==> src/rtl/cmos_ioctl_bridge.sv <==
// cmos_ioctl_bridge
// Connects the HPS ioctl channel to port B of the 1024x4 Williams CMOS NVRAM.
// On upload (save), each ioctl_rd returns one byte packed from two nibbles.
// On download (restore), each ioctl_wr byte is split into two nibble writes.
// Nibble order is little-nibble-first: even nibble address holds byte[3:0].
//
// Optional build macro: NVRAM_DIRTY_EN adds game_we / nv_load_done inputs and
// an nv_dirty output that tracks whether the game has modified the NVRAM
// since the last completed save.
module cmos_ioctl_bridge #(
    parameter int NIB_AW = 10,  // nibble address width; image is 2**(NIB_AW-1) bytes
    parameter int RD_LAT = 1    // port B read latency in clocks (1 or 2)
) (
    input  logic              clk_sys,
    input  logic              reset,
    input  logic              nv_sel,
    input  logic              ioctl_upload,
    input  logic              ioctl_download,
    input  logic              ioctl_rd,
    input  logic              ioctl_wr,
    input  logic [24:0]       ioctl_addr,
    input  logic [7:0]        ioctl_dout,
    output logic [7:0]        ioctl_din,
    output logic [NIB_AW-1:0] ram_addr,
    output logic              ram_we,
    output logic [3:0]        ram_wdata,
    input  logic [3:0]        ram_rdata,
`ifdef NVRAM_DIRTY_EN
    input  logic              game_we,
    input  logic              nv_load_done,
    output logic              nv_dirty,
`endif
    output logic              busy
);

    // Byte address width of the image.
    localparam int BYTE_AW = NIB_AW - 1;

    // Last count of a read wait state; the captured nibble is valid then.
    localparam logic [1:0] WAIT_LAST = 2'(RD_LAT - 1);

    typedef enum logic [2:0] {
        IDLE,
        RD_LO,
        RD_LO_W,
        RD_HI,
        RD_HI_W,
        DONE,
        WR_LO,
        WR_HI
    } state_t;

    state_t               state_q, state_d;
    logic [BYTE_AW-1:0]   byte_addr_q, byte_addr_d;  // byte address of the access in flight
    logic [3:0]           wr_hi_q, wr_hi_d;          // upper nibble of the byte being restored
    logic [3:0]           lo_nib_q, lo_nib_d;        // lower nibble captured during a save read
    logic [1:0]           wait_cnt_q, wait_cnt_d;    // RAM read latency counter

    logic [7:0]           din_d;
    logic [NIB_AW-1:0]    ram_addr_d;
    logic                 ram_we_d;
    logic [3:0]           ram_wdata_d;
    logic                 busy_d;

    logic                 rd_req;
    logic                 wr_req;
    logic                 addr_in_range;

    // A request only counts when the NVRAM image is selected and the
    // matching session direction is active.
    assign rd_req        = ioctl_rd & nv_sel & ioctl_upload;
    assign wr_req        = ioctl_wr & nv_sel & ioctl_download;
    assign addr_in_range = (ioctl_addr[24:BYTE_AW] == '0);

    // Next-state and next-output logic for the access sequencer.
    always_comb begin
        // NOTE: every signal written here gets a default first so no path
        // through the case statement can infer a latch.
        state_d     = state_q;
        byte_addr_d = byte_addr_q;
        wr_hi_d     = wr_hi_q;
        lo_nib_d    = lo_nib_q;
        wait_cnt_d  = wait_cnt_q;
        din_d       = ioctl_din;
        ram_addr_d  = ram_addr;
        ram_we_d    = 1'b0;
        ram_wdata_d = ram_wdata;
        busy_d      = busy;

        case (state_q)
            IDLE: begin
                // Write has priority over a simultaneous read strobe.
                if (wr_req) begin
                    if (addr_in_range) begin
                        byte_addr_d = ioctl_addr[BYTE_AW-1:0];
                        wr_hi_d     = ioctl_dout[7:4];
                        ram_addr_d  = {ioctl_addr[BYTE_AW-1:0], 1'b0};
                        ram_wdata_d = ioctl_dout[3:0];
                        ram_we_d    = 1'b1;
                        busy_d      = 1'b1;
                        state_d     = WR_LO;
                    end
                end else if (rd_req) begin
                    if (addr_in_range) begin
                        byte_addr_d = ioctl_addr[BYTE_AW-1:0];
                        ram_addr_d  = {ioctl_addr[BYTE_AW-1:0], 1'b0};
                        busy_d      = 1'b1;
                        state_d     = RD_LO;
                    end else begin
                        // Beyond the image: answer with erased-flash data.
                        din_d = 8'hFF;
                    end
                end
            end

            RD_LO: begin
                wait_cnt_d = '0;
                state_d    = RD_LO_W;
            end

            RD_LO_W: begin
                if (wait_cnt_q == WAIT_LAST) begin
                    lo_nib_d   = ram_rdata;
                    ram_addr_d = {byte_addr_q, 1'b1};
                    state_d    = RD_HI;
                end else begin
                    wait_cnt_d = wait_cnt_q + 2'd1;
                end
            end

            RD_HI: begin
                wait_cnt_d = '0;
                state_d    = RD_HI_W;
            end

            RD_HI_W: begin
                if (wait_cnt_q == WAIT_LAST) begin
                    din_d   = {ram_rdata, lo_nib_q};
                    busy_d  = 1'b0;
                    state_d = DONE;
                end else begin
                    wait_cnt_d = wait_cnt_q + 2'd1;
                end
            end

            DONE: begin
                state_d = IDLE;
            end

            WR_LO: begin
                ram_addr_d  = {byte_addr_q, 1'b1};
                ram_wdata_d = wr_hi_q;
                ram_we_d    = 1'b1;
                state_d     = WR_HI;
            end

            WR_HI: begin
                busy_d  = 1'b0;
                state_d = IDLE;
            end

            default: begin
                state_d = IDLE;
            end
        endcase
    end

    // State and registered-output update; reset abandons any access in flight.
    always_ff @(posedge clk_sys) begin
        // NOTE: sequential state uses non-blocking assignments so every
        // register samples the pre-edge values of the others.
        if (reset) begin
            state_q     <= IDLE;
            byte_addr_q <= '0;
            wr_hi_q     <= '0;
            lo_nib_q    <= '0;
            wait_cnt_q  <= '0;
            ioctl_din   <= 8'hFF;
            ram_addr    <= '0;
            ram_we      <= 1'b0;
            ram_wdata   <= '0;
            busy        <= 1'b0;
        end else begin
            state_q     <= state_d;
            byte_addr_q <= byte_addr_d;
            wr_hi_q     <= wr_hi_d;
            lo_nib_q    <= lo_nib_d;
            wait_cnt_q  <= wait_cnt_d;
            ioctl_din   <= din_d;
            ram_addr    <= ram_addr_d;
            ram_we      <= ram_we_d;
            ram_wdata   <= ram_wdata_d;
            busy        <= busy_d;
        end
    end

`ifdef NVRAM_DIRTY_EN
    logic load_seen_q;  // initial NVRAM restore has finished
    logic rd_seen_q;    // at least one save read completed in this upload session
    logic upload_q;     // previous ioctl_upload, for falling-edge detection
    logic upload_fall;
    logic dirty_set;
    logic dirty_clr;

    assign upload_fall = upload_q & ~ioctl_upload;
    assign dirty_set   = game_we & load_seen_q;
    // A read finishing in the very cycle the session ends still counts.
    assign dirty_clr   = upload_fall & (rd_seen_q | (state_q == DONE));

    // Dirty tracking: game writes mark the image dirty, a completed save clears it.
    always_ff @(posedge clk_sys) begin
        if (reset) begin
            load_seen_q <= 1'b0;
            rd_seen_q   <= 1'b0;
            upload_q    <= 1'b0;
            nv_dirty    <= 1'b0;
        end else begin
            upload_q <= ioctl_upload;
            if (nv_load_done) begin
                load_seen_q <= 1'b1;
            end
            if (upload_fall) begin
                rd_seen_q <= 1'b0;
            end else if (state_q == DONE) begin
                rd_seen_q <= 1'b1;
            end
            // A game write in the same cycle as the clear keeps the image dirty.
            if (dirty_set) begin
                nv_dirty <= 1'b1;
            end else if (dirty_clr) begin
                nv_dirty <= 1'b0;
            end
        end
    end
`endif

endmodule

==> config.mk <==
export PLATFORM = sky130hd
export DESIGN_NAME = cmos_ioctl_bridge
export DESIGN_NICKNAME = d
export VERILOG_FILES = /design/src/rtl/cmos_ioctl_bridge.sv
export SDC_FILE = /design/constraint.sdc
export NUM_CORES = 1
export LEC_CHECK = 0
export ABC_AREA = 1
export ABC_CLOCK_PERIOD_IN_PS = 1400
export BUFFER_PORTS_ARGS = -buffer_cell sky130_fd_sc_hd__buf_2
export CAP_MARGIN = 20
export CORE_MARGIN = 2
export CORE_UTILIZATION = 25
export CTS_CLUSTER_SIZE = 24
export DETAILED_ROUTE_END_ITERATION = 16
export MAX_ROUTING_LAYER = met4
export PLACE_DENSITY_LB_ADDON = 0.25
export SYNTH_ARGS = -nofsm -noshare
export SYNTH_HDL_FRONTEND = slang
export SYNTH_SLANG_ARGS = --single-unit
==> constraint.sdc <==
create_clock -name clk_sys -period 1.4 [get_ports clk_sys]
set_input_delay 0.14 -clock clk_sys [delete_from_list [all_inputs] [get_ports clk_sys]]
set_output_delay 0.14 -clock clk_sys [all_outputs]
set_load 0.02 [all_outputs]
### Yosys cells after proc, flatten, opt, wreduce, memory -nomap -nowiden

Index checks and enable logic that the tools add are counted.

| operators by class | value |
|---|---|
| add/sub/neg operators | 1 |
| equality and inequality tests | 16 |
| multiplexer cells | 33 |
| bitwise operators | 4 |
| reductions and logical operators | 21 |

Operator list:

| operator | number |
|---|---|
| 2-to-1 mux 10 bit | 4 |
| 2-to-1 mux 8 bit | 4 |
| case mux 10 bit (3 select lines) | 1 |
| 2-to-1 mux 9 bit | 3 |
| case mux 3 bit (7 select lines) | 1 |
| 2-to-1 mux 3 bit | 6 |
| zero test 16 bit | 1 |
| != test 2 bit, second input constant | 8 |
| case mux 8 bit (2 select lines) | 1 |
| == test 3 bit, second input constant | 4 |
| AND reduction 3 bit | 4 |
| 2-to-1 mux 4 bit | 2 |
| case mux 4 bit (2 select lines) | 1 |
| nonzero test 2 bit | 4 |
| == test 3 x 2 -> 1 bit, second input constant | 2 |
| 2-to-1 mux 1 bit | 6 |
| AND reduction 2 bit | 3 |
| nonzero test 3 bit | 2 |
| OR reduction 2 bit | 3 |
| AND reduction 5 bit | 1 |
| bitwise AND 1 bit | 4 |
| case mux 2 bit (2 select lines) | 1 |
| AND reduction 4 bit | 1 |
| == test 3 x 1 -> 1 bit, second input constant | 1 |
| 7 further kinds | 7 |

| storage, ports and cells | value |
|---|---|
| register bits | 46 |
| input bits | 44 |
| output and inout bits | 24 |
| word-level logic and storage cells | 85 |

### Longest topological paths before layout

| depth | value |
|---|---|
| word-level depth | 5 |
| gate-level depth with buffers | 10 |
| gate-level depth less buffers | 9 |

### Worst setup path before layout

Ideal clock, no wire load.

| timing path | value |
|---|---|
| path kind | flip-flop to flip-flop |
| start | register wait_cnt_q[0] |
| end | register ram_addr[1] |
| arrival time | 1.299 ns |
| data required time | 1.287 ns |
| path slack | -0.012 ns |
| stages on the path, launching flop included | 10 |
| path buffers | 1 |
| period minus slack after synthesis | 1.412 ns |
| cells stage by stage | dfxtp_1 inv_1 ha_1 inv_1 nand2_1 o21ai_2 inv_4 buf_12 a21oi_2 nor2_1 |

| between the ends | value |
|---|---|
| longest elaborated chain between the ends | 3 |

Ends and longest elaborated chain:

| item | line | text |
|---|---|---|
| start: declaration | 57 | `logic [1:0] wait_cnt_q, wait_cnt_d;` |
| start signal: assignment | 188 | `wait_cnt_q <= wait_cnt_d;` |
| zero test 2 bit | 122 | `if (wait_cnt_q == WAIT_LAST) begin` |
| != test 2 bit (no source line) | n/a |  |
| AND reduction 3 bit (no source line) | n/a |  |
| end signal: assignment | 190 | `ram_addr <= ram_addr_d;` |
| end: declaration | 24 | `output logic [NIB_AW-1:0] ram_addr,` |

No other way between the ends.
A chain may end at the register's enable or synchronous reset.

### Final worst setup path

| timing path | value |
|---|---|
| start | register state_q[0] |
| end | register ioctl_din[0] |

| between the ends | value |
|---|---|
| longest elaborated chain between the ends | 3 |
| elaborated cells on any way between the ends | 9 |

Ends and longest elaborated chain:

| item | line | text |
|---|---|---|
| start: declaration | 53 | `state_t state_q, state_d;` |
| start signal: assignment | 184 | `state_q <= state_d;` |
| == test 3 bit / zero test 3 bit (equally long branches) | 90 | `case (state_q)` |
| != test 2 bit (no source line) / nonzero test 2 bit (equally long branches) | n/a |  |
| AND reduction 5 bit (no source line) | n/a |  |
| end signal: assignment | 189 | `ioctl_din <= din_d;` |
| end: declaration | 23 | `output logic [7:0] ioctl_din,` |

Several ways; a longest one is shown, not always the timed one.

==> results.rst <==
.. list-table::
   :header-rows: 1

   * - Metric
     - Value
   * - CTS sink cnt
     - 46
   * - Number of non-filler instances in the completed layout
     - 558
   * - IR Drop Worst-Case VDD
     - 0.0003096 V
   * - Global-route wire length before repair
     - 9.459 mm
   * - R2R depth
     - 7
   * - Type of the worst setup path
     - reg2reg
   * - Critical path peak fanout
     - 9
   * - CTS tree
     - done
   * - Synth Area in Simple Gates
     - 0.3877
   * - Root cell of the clock tree
     - clkbuf_8
   * - Number of global-route vias before repair
     - 2125
   * - Post-route antenna net violation count
     - 0
   * - Worst min path class
     - in2reg
   * - Final critical-path setup slack
     - 0.07443 ns
   * - DRC violation total after the first TritonRoute iteration
     - 70
   * - Yosys Warn Count
     - 0
   * - Horizontal die dimension
     - 102.7 um
   * - Half-perimeter wire length after detailed placement
     - 4.196 mm
   * - Data arrival, critical path
     - 1.51 ns
   * - Dominant combinational cell family by area after synthesis
     - simple AND/OR/NAND/NOR gates
   * - Net count after synthesis
     - 388
   * - Multiplexer share of the synthesized area
     - 0
   * - Data required time at the worst endpoint
     - 1.59 ns
   * - Share of final-layout standard cells stronger than drive strength 1
     - 0.3435
   * - Core area
     - 9594 sq um
   * - Core Rows
     - 36
   * - Syn_area_per_cell
     - 7.095 sq um
   * - Via count
     - 2290
   * - Met3 Wirelength
     - 246 um
   * - Via density
     - 4.104
   * - Die Y-Extent
     - 102.7 um
   * - I/O pins
     - 68
   * - Residual DRC count
     - 0
   * - Overall die area
     - 10540 sq um
   * - Outcome
     - finished clean
   * - Kind of end point of the critical path
     - flop
   * - Mapped Cells
     - 343
   * - Total Negative Setup Slacks
     - 0 ns
   * - Number of hold-repair buffers added at the cts stage
     - 0
   * - Clock tree buffer depth
     - 2
   * - Overall overflow remaining after global route
     - 0
   * - Total length of routed wires
     - 5.844 mm
   * - Gpl congestion
     - 0.8485
   * - Port Buffer Count
     - 67
   * - Clk slew on worst S/H paths
     - 0.09 ns
   * - Worst clock skew
     - 0.01097 ns
   * - Hold worst-path end
     - wr_hi_q[2]$_SDFFE_PP0P_
   * - Max-cap violations
     - 0
   * - Final core utilization
     - 0.3326
   * - Max transition margin
     - 0.7918
   * - Cell area power density
     - 750.7 nW/um^2
   * - Hold slack
     - 0.05922 ns
   * - Sequential element share of the synthesized area
     - 0.3784
   * - Max Freq
     - 754.4 MHz
   * - Transition time at the pin with the least slew margin
     - 0.3112 ns
   * - Number of failing setup endpoints in the final timing report
     - 0
   * - Compound-Gate Fraction of Synth Area
     - 0.1126
   * - Top routing layer used
     - met4
   * - Overall power after layout
     - 2.395 mW
   * - Post-Place Cell Area
     - 2923 sq um
   * - First-pass DRT Iterations
     - 4
   * - Final clock period utilization by the worst path
     - 0.9468
   * - Worst min-delay path startpoint
     - ioctl_dout[6]
   * - Total length of routed met2 wires
     - 2.716 mm
   * - Static leakage
     - 1.609 nW
   * - Number of enable flip-flop cells after synthesis
     - 0
   * - Total track usage
     - 0.1169
   * - Net count of the finished layout
     - 469
   * - Adder and majority cell fraction of the synthesized area
     - 0.005141
   * - Worst flop-to-flop path endpoint
     - ioctl_din[0]$_SDFFE_PP1P_
   * - Area growth from synthesis to final layout
     - 31.11%
   * - Total clock buffers created by CTS
     - 5
   * - Max Slew Vio Count
     - 0
   * - Type of element launching the critical path
     - flop
   * - Xor and xnor fraction of the mapped netlist area
     - 0
   * - Origin of the critical flop-to-flop path
     - state_q[0]$_SDFFE_PP0P_
   * - Fin area
     - 3191 sq um
   * - Post-synthesis instance area
     - 2434 sq um
   * - Number of antenna violations at the first check in global routing
     - 0
   * - Met1 routed wirelength after detailed routing
     - 2.755 mm
   * - Setup repair after global routing missed its margin
     - true
   * - Unique cell type count in the Yosys netlist
     - 34
   * - Number of stages on the worst hold path
     - 3
   * - Clock latency on the worst-skew pair
     - 0.31 ns
   * - Proportion of synthesized flip-flops having asynchronous set or reset
     - 0
   * - Number of synthesized register bits
     - 46
   * - Worst setup timing slack at the placement stage
     - -0.002753 ns
   * - Top_reg_cell synth
     - dfxtp_1
   * - Maximum number of pins on one net before global-route repair
     - 41
   * - Post-layout minimum cycle time
     - 1.326 ns
   * - Final Hold Violating Endpoints
     - 0
   * - Placed Instances
     - 541
   * - Starting density of the core
     - 0.2537
   * - Worst setup slack for register-to-register paths
     - 0.07 ns
   * - Diodes inserted
     - 0
   * - Maximum level of the CTS H-tree
     - 2
   * - Average wire length per cell after detail routing
     - 10.47 um
[critical path, cell delays in order (launching register included)]
cell and delay, ns:
dfxtp_2 0.35, inv_4 0.10, nand3_4 0.13, inv_6 0.12, nand3_4 0.15, buf_6 0.18
nand3_1 0.09, nand3_1 0.08
[worst max path at each step]
stage | from | to | cells after the start
global placement | state_q[2]$_SDFFE_PP0P_ | ram_wdata[2]$_SDFFE_PP0P_ | 8
floorplan | wait_cnt_q[0]$_SDFFE_PP0P_ | ram_addr[1]$_SDFFE_PP0P_ | 9
global route | state_q[0]$_SDFFE_PP0P_ | ram_addr[5]$_SDFFE_PP0P_ | 8
CTS | wait_cnt_q[0]$_SDFFE_PP0P_ | ram_addr[7]$_SDFFE_PP0P_ | 9
finish | state_q[0]$_SDFFE_PP0P_ | ioctl_din[0]$_SDFFE_PP1P_ | 7
detailed placement | state_q[2]$_SDFFE_PP0P_ | ram_wdata[2]$_SDFFE_PP0P_ | 8
[cell usage in the layout (no fill, tap or decap), types with 5 or more instances in the layout]
cell type	count
a21oi_1	10
inv_4	7
nand2_1	78
o21ai_0	15
buf_4	11
o21ai_1	5
a21oi_2	10
buf_2	67
or2_2	5
clkbuf_8	5
inv_1	36
dfxtp_1	42
nor2_1	55
nand2_4	6
nand3_1	33
[timing repair]
item,CTS,global route
setup buffers,1,6
setup endpoints to repair,1,38
pin swaps,0,8
gates cloned,0,2
gates resized for setup,0,32
[sequential cells by signal, summed over array words and instances (netlist names), 2 cells and up]
| name | count |
|---|---|
| byte_addr_q | 9 |
| ram_wdata | 4 |
| ioctl_din | 8 |
| wait_cnt_q | 2 |
| ram_addr | 10 |
| state_q | 3 |
| wr_hi_q | 4 |
| lo_nib_q | 4 |
[layout make-up]
cell class / instances / area (sq um)
well taps: 133 / 166.4
inverters: 44 / 187.7
fillers: 1041 / 6404
repair inverters: 2 / 12.51
repair buffers: 84 / 515.5
flip-flops and latches: 46 / 928.4
clock buffers: 5 / 68.82
multi-input cells: 241 / 1290
clock inverters: 3 / 21.27
[synth_stat cells (2+ instances only)]
| library cell | n | area share |
|---|---|---|
| inv_4 | 2 | 0.0051 |
| o21ai_1 | 5 | 0.010 |
| a21oi_2 | 10 | 0.036 |
| nand4_1 | 2 | 0.0051 |
| or2_2 | 5 | 0.013 |
| nor2_4 | 2 | 0.0093 |
| dfxtp_1 | 46 | 0.38 |
| nor2_2 | 2 | 0.0051 |
| nand2_1 | 81 | 0.12 |
| inv_1 | 37 | 0.057 |
| nand2_4 | 2 | 0.0093 |
| a21oi_1 | 10 | 0.021 |
| buf_12 | 2 | 0.016 |
| o21ai_0 | 15 | 0.031 |
| inv_2 | 5 | 0.0077 |
| nand2_2 | 4 | 0.010 |
| buf_6 | 4 | 0.019 |
| nand3_4 | 2 | 0.014 |
| clkbuf_1 | 4 | 0.0062 |
| nor2_1 | 56 | 0.086 |
| nand3_1 | 34 | 0.070 |
[cell families after synthesis]
| family | Yosys count |
|---|---|
| adders and majority gates | 1 |
| and+or+nand+nor | 197 |
| buffers and inverters | 56 |
| DFF | 46 |
| AOI/OAI and AO/OA | 43 |
[routing by layer]
layer  track usage  vias up
li1              -     1229
met1        0.1469     1000
met2        0.1810       49
met3       0.02644       12
met4       0.04821        0
met5             -        -
[power breakdown]
part / switching (mW) / internal, mW
clock: 0.486 / 0.352
sequential: 0.00484 / 1.32
combinational: 0.139 / 0.0982
(Power assumes the default switching activity.)
